### config.mk
export PLATFORM = sky130hd
export DESIGN_NAME = mem_mp
export DESIGN_NICKNAME = d
export VERILOG_FILES = /design/src/rtl/mem_pkg.sv /design/src/rtl/mem_rr_arb.sv /design/src/rtl/mem_mp.sv
export SDC_FILE = /design/constraint.sdc
export NUM_CORES = 1
export LEC_CHECK = 0
export BUFFER_PORTS_ARGS = -buffer_cell sky130_fd_sc_hd__buf_2
export CAP_MARGIN = 20
export CORE_UTILIZATION = 50
export CTS_CLUSTER_SIZE = 14
export DETAILED_ROUTE_END_ITERATION = 6
export PLACE_DENSITY = 0.73
export RECOVER_POWER = 25
export SYNTH_ARGS = -nofsm -noshare
export SYNTH_HDL_FRONTEND = slang
export SYNTH_SLANG_ARGS = --single-unit
### constraint.sdc
create_clock -name clk_i -period 7.65 [get_ports clk_i]
set_input_delay 1.53 -clock clk_i [delete_from_list [all_inputs] [get_ports clk_i]]
set_output_delay 1.53 -clock clk_i [all_outputs]
set_load 0.03 [all_outputs]
### src/rtl/mem_pkg.sv
// Shared defaults and port-index type for the multi-port memory (mem_mp) and its arbiter.
package mem_pkg;
    localparam int MEM_WIDTH_DEF  = 16;
    localparam int MEM_DEPTH_DEF  = 64;
    localparam int MEM_NPORTS_DEF = 2;
    localparam int MEM_PORT_MAX   = 8;

    typedef logic [2:0] port_idx_t;

    // Round-robin successor of port g among nports channels.
    function automatic port_idx_t next_port(input port_idx_t g, input int nports);
        if (int'(g) + 1 >= nports) return '0;
        return port_idx_t'(int'(g) + 1);
    endfunction
endpackage

### src/rtl/mem_rr_arb.sv
// Round-robin arbiter: one-hot grant to the first requester at or after ptr;
// ptr moves past the granted port only when the grant is consumed (advance).
module mem_rr_arb
    import mem_pkg::*;
#(
    parameter int NPORTS = MEM_NPORTS_DEF
) (
    input  logic              clk_i,
    input  logic              reset_i,
    input  logic [NPORTS-1:0] req,
    input  logic              advance,
    output logic [NPORTS-1:0] grant,
    output port_idx_t         ptr
);

    port_idx_t gidx;

    // Scan from the farthest offset down so the closest requester to ptr wins.
    always_comb begin
        grant = '0;
        gidx  = ptr;
        for (int i = NPORTS - 1; i >= 0; i--) begin
            if (req[(int'(ptr) + i) % NPORTS]) begin
                grant = '0;
                grant[(int'(ptr) + i) % NPORTS] = 1'b1;
                gidx = port_idx_t'((int'(ptr) + i) % NPORTS);
            end
        end
    end

    always_ff @(posedge clk_i) begin
        if (reset_i) begin
            ptr <= '0;
        end else if (advance) begin
            ptr <= next_port(gidx, NPORTS);
        end
    end

endmodule

### src/rtl/mem_mp.sv
// Multi-port single-clock memory with round-robin access and 1-cycle read latency.
// Optional byte strobes enabled by defining MEM_BYTE_STROBE_EN.
module mem_mp
    import mem_pkg::*;
#(
    parameter int WIDTH      = MEM_WIDTH_DEF,
    parameter int DEPTH      = MEM_DEPTH_DEF,
    parameter int NPORTS     = MEM_NPORTS_DEF,
    parameter int ADDR_WIDTH = $clog2(DEPTH)
) (
    input  logic                             clk_i,
    input  logic                             reset_i,
    input  logic [NPORTS-1:0]                valid_i,
    output logic [NPORTS-1:0]                ready_o,
    input  logic [NPORTS-1:0]                wr_rd_i,
    input  logic [NPORTS-1:0][ADDR_WIDTH-1:0] addr_i,
    input  logic [NPORTS-1:0][WIDTH-1:0]     wdata_i,
`ifdef MEM_BYTE_STROBE_EN
    input  logic [NPORTS-1:0][WIDTH/8-1:0]   strb_i,
`endif
    output logic [WIDTH-1:0]                 rdata_o,
    output logic [NPORTS-1:0]                rvalid_o
);

    localparam int NBYTES = WIDTH / 8;
    localparam int IDX_W  = (DEPTH > 1) ? $clog2(DEPTH) : 1;
    localparam logic [ADDR_WIDTH:0] DEPTH_L = (ADDR_WIDTH + 1)'(DEPTH);

    logic [WIDTH-1:0] mem [DEPTH];

    logic [NPORTS-1:0]     grant;
    port_idx_t             ptr;
    logic                  xfer;
    logic                  sel_wr;
    logic [ADDR_WIDTH-1:0] sel_addr;
    logic [WIDTH-1:0]      sel_wdata;
    logic [NBYTES-1:0]     sel_strb;
    logic                  in_range;
    logic [IDX_W-1:0]      widx;

    logic [NPORTS-1:0] vld_p1;
    logic [WIDTH-1:0]  rdata_p1;

    mem_rr_arb #(.NPORTS(NPORTS)) u_arb (
        .clk_i  (clk_i),
        .reset_i(reset_i),
        .req    (valid_i),
        .advance(xfer),
        .grant  (grant),
        .ptr    (ptr)
    );

    assign ready_o = reset_i ? '0 : (grant & valid_i);
    assign xfer    = |ready_o;

    always_comb begin
        sel_wr    = 1'b0;
        sel_addr  = '0;
        sel_wdata = '0;
        sel_strb  = '0;
        for (int p = 0; p < NPORTS; p++) begin
            if (grant[p]) begin
                sel_wr    = wr_rd_i[p];
                sel_addr  = addr_i[p];
                sel_wdata = wdata_i[p];
`ifdef MEM_BYTE_STROBE_EN
                sel_strb  = strb_i[p];
`else
                sel_strb  = '1;
`endif
            end
        end
    end

    assign in_range = ({1'b0, sel_addr} < DEPTH_L);
    assign widx     = sel_addr[IDX_W-1:0];

    // Storage: no reset, out-of-range writes are discarded.
    always_ff @(posedge clk_i) begin
        if (xfer && sel_wr && in_range) begin
            for (int b = 0; b < NBYTES; b++) begin
                if (sel_strb[b]) begin
                    mem[widx][b*8 +: 8] <= sel_wdata[b*8 +: 8];
                end
            end
        end
    end

    // Stage p1: read response, data only refreshed by a read transfer.
    always_ff @(posedge clk_i) begin
        if (reset_i) begin
            vld_p1   <= '0;
            rdata_p1 <= '0;
        end else begin
            vld_p1 <= ready_o & ~wr_rd_i;
            if (xfer && !sel_wr) begin
                rdata_p1 <= in_range ? mem[widx] : '0;
            end
        end
    end

    // A response landing in the first reset cycle must stay invisible.
    assign rvalid_o = reset_i ? '0 : vld_p1;
    assign rdata_o  = reset_i ? '0 : rdata_p1;

endmodule

==> metrics.md <==
| Metric | Value |
|---|---|
| Status | `finished with violations` |
| Failing checks | `design-rule violations, max-capacitance violations, max-slew violations` |
| Slew Limit Fails | `1081` |
| Max cap viols | `17` |
| Hold Vio Cnt, Final | `0` |
| First-pass GRT wire length | `173000 um` |
| Postcts setup bufs | `0` |
| Hold buffer count at CTS | `0` |
| Port Buffers | `69` |
| Place WS | `1.05 ns` |
| Clock skew | `0.0315 ns` |
| Remaining DRCs | `2` |
| Slack of the critical path | `1.11 ns` |
| Final core occ | `0.574` |
| Core area | `80400 um2` |
| Setup TNS | `0 ns` |
| 1st-iter DRT viols | `4146` |
| Grt ovf | `0` |
| Tcrit/Tclk final | `0.854` |
| P_leak | `15.0 nW` |
| Final setup fails | `0` |
| Clk slew on worst S/H paths | `0.06 ns` |
| Total Wirelength | `121000 um` |
| Synth cell types | `72` |
| Max stage delay on crit path | `2.66 ns` |
| Final #Nets | `2782` |
| Post-Syn Instances | `2595` |
| Area delta synth->final | `13.8%` |
| CTS tree | `built` |
| Row cnt | `104` |
| CTS sink count | `1045` |
| Layout cells sized above 1 | `0.154` |
| Detailed Routing Iterations Pass 1 | `7` |
| Pin count of the biggest net entering global routing | `149` |
| Gr usage total | `0.294` |
| Num CTS Buffers | `103` |
| Post-Syn Nets | `2648` |
| Post-Syn Area | `40500 um2` |
| Crit Path Category | `primary input to flop` |
| Peak VDD IR | `0.222 mV` |
| Die Area | `82200 um2` |
| Post_cts resized | `0` |
| Ports | `70` |
| Post-synth EDFFs | `1024` |
| Ys async rst share | `0` |
| CTS H-tree depth | `3` |
| Final Wtd Congestion | `0.959` |
| Routed wire per std cell | `31.3 um` |
| WHS | `0.474 ns` |
| Most used cell along the critical path | `nand2_1` |
| Fmax | `153 MHz` |
| Crit path time final | `6.54 ns` |
| Average cell area after synthesis | `15.6 um2` |
| Clk root buf | `clkbuf_16` |
| Dpl hpwl | `70700 um` |
| Antenna diodes | `0` |
| Via count | `26.0k` |
| Worst Tran Pin Value | `3.81 ns` |
| Crit path max-delay cell type | `clkbuf_1` |
| Crit-path cells | `buf_2 > mux2_2 > ha_1 > o21ai_4 > nand2_1 > nand2_1 > nand2_2 > clkbuf_1` |
| Die Wd | `287 um` |
| #FFs+latches synth | `1045` |
| Clk_lat worst skew | `0.68 ns` |
| Worst Setup End Kind | `flop` |
| Starting Density | `0.504` |
| CTS Buffer Depth | `3` |
| Via-per-instance ratio | `6.71` |
| Die H | `287 um` |
| Req. time, crit path | `7.55 ns` |
| Initial antenna violation count | `4` |
| Power per cell area | `287 nW/um2` |
| Commonest register cell after synthesis | `edfxtp_1` |
| Crit path max fanout | `64` |
| Worst rel slew slack | `-1.54` |
| Hold crit path type | `flop to flop` |
| Register area share after synthesis | `0.769` |
| CP Launch Type | `primary input` |
| Yosys warns | `0` |
| RSZ-0062 raised after global routing | `false` |
| Worst endpoint data arrival time | `6.44 ns` |
| ANT nets after route | `0` |
| Vias in the first global route | `24.8k` |
[logic make-up after synthesis]
group / after synthesis / share of synthesized area
buffers and inverters: 182 / 0.0206
and+or+nand+nor: 682 / 0.0749
muxes: 70 / 0.0188
xor gates and xnor gates: 1 / 0.000216
AOI/OAI and AO/OA: 612 / 0.116
adders and majority gates: 3 / 0.000926
DFF: 1045 / 0.769
[final cells by class]
type / instances / area [um2]
multi-input cells: 1368 / 8700
clock buffers: 142 / 2920
well taps: 1060 / 1330
flip-flops and latches: 1045 / 31200
inverters: 5 / 18.8
repair buffers: 206 / 1350
clock inverters: 52 / 664
fillers: 6040 / 34300
[cell usage after synthesis, types with 7 or more instances]
cell type | count | area share
mux2i_1 | 22 | 0.0054
o2111ai_1 | 25 | 0.0054
o2bb2ai_1 | 12 | 0.0026
and3_1 | 65 | 0.010
edfxtp_1 | 1024 | 0.76
clkbuf_1 | 65 | 0.0060
nand2_1 | 349 | 0.032
a21oi_1 | 43 | 0.0053
a31oi_1 | 31 | 0.0048
o21a_1 | 13 | 0.0024
nand3_1 | 119 | 0.015
a22oi_1 | 207 | 0.038
a311oi_1 | 38 | 0.0082
dfxtp_1 | 21 | 0.010
mux2_2 | 48 | 0.013
nor2_1 | 89 | 0.0082
a2111oi_0 | 15 | 0.0032
o21ai_0 | 49 | 0.0060
nor3_1 | 9 | 0.0011
a221oi_1 | 8 | 0.0017
buf_4 | 10 | 0.0019
o221ai_1 | 8 | 0.0017
buf_1 | 15 | 0.0014
nor2b_1 | 20 | 0.0031
o211ai_1 | 20 | 0.0037
a222oi_1 | 47 | 0.012
a211oi_1 | 32 | 0.0059
a22o_1 | 7 | 0.0015
a41oi_1 | 17 | 0.0037
buf_2 | 85 | 0.010
[final timing paths]
path | from | endpoint | slack [ns] | cells after the start
worst max-delay path | valid_i[0] | mem[62][7]$_DFFE_PP_ | 1.11 | 8
worst min-delay path | u_arb.ptr[1]$_SDFFE_PP0P_ | u_arb.ptr[1]$_SDFFE_PP0P_ | 0.47 | 1
worst max register to register | u_arb.ptr[0]$_SDFFE_PP0P_ | mem[62][7]$_DFFE_PP_ | 1.85 | 7
worst min register to register | u_arb.ptr[1]$_SDFFE_PP0P_ | u_arb.ptr[1]$_SDFFE_PP0P_ | 0.47 | 1
[layer usage]
layer / share of wire / GRT usage
met1: 0.36 / 0.401
met2: 0.46 / 0.450
met3: 0.13 / 0.0675
met4: 0.053 / 0.139
met5: 0.00011 / 0
[power by group]
part | internal, mW | switching [mW] | total (mW) | leakage [nW]
logic | 0.347 | 1.10 | 1.45 | 3.78
clock network | 3.20 | 2.11 | 5.31 | 1.76
registers | 6.47 | 0.0134 | 6.48 | 9.47
total | 10.0 | 3.23 | 13.2 | 15.0
[cell usage in the layout (no fill, tap or decap), types with 12 or more instances in the layout]
master	netlist	final
nand2_2	2	15
nor2b_1	20	20
a21oi_1	43	42
a211oi_1	32	32
o21ai_0	49	49
clkinv_2	0	17
clkbuf_16	0	107
bufinv_16	0	16
buf_4	10	111
o2111ai_1	25	25
a22oi_1	207	207
mux2_2	48	48
a41oi_1	17	17
a31oi_1	31	31
nand2_1	349	334
o211ai_1	20	20
dfxtp_1	21	21
nor2_1	89	88
a222oi_1	47	47
o21a_1	13	13
and3_1	65	65
clkbuf_1	65	54
clkinv_1	0	13
o2bb2ai_1	12	12
buf_2	85	57
mux2i_1	22	22
nand3_1	119	119
edfxtp_1	1024	1024
a311oi_1	38	38
[state kept, by name, indices dropped and copies added (netlist names)]
register	flops
rdata_p1	16
u_arb.ptr	3
mem	1024
vld_p1	2
[stage by stage]
stage	cell area, um2	std cells	total power [mW]
floorplan	40500	2595	7.34
global placement	42600	3678	7.94
detailed placement	42600	3683	7.98
CTS	46200	3877	13.2
global route	46100	3878	13.5
finish	46100	3878	13.2
[worst max-delay path: cells and delay by family]
| kind | cells | cell delay (ns) |
|---|---|---|
| fa+ha+maj | 1 | 0.30 |
| compound gates | 1 | 0.24 |
| buf+inv | 2 | 3.01 |
| simple gates | 3 | 1.04 |
| mux | 1 | 0.24 |
Note: power is estimated with default switching activity, not from simulation.
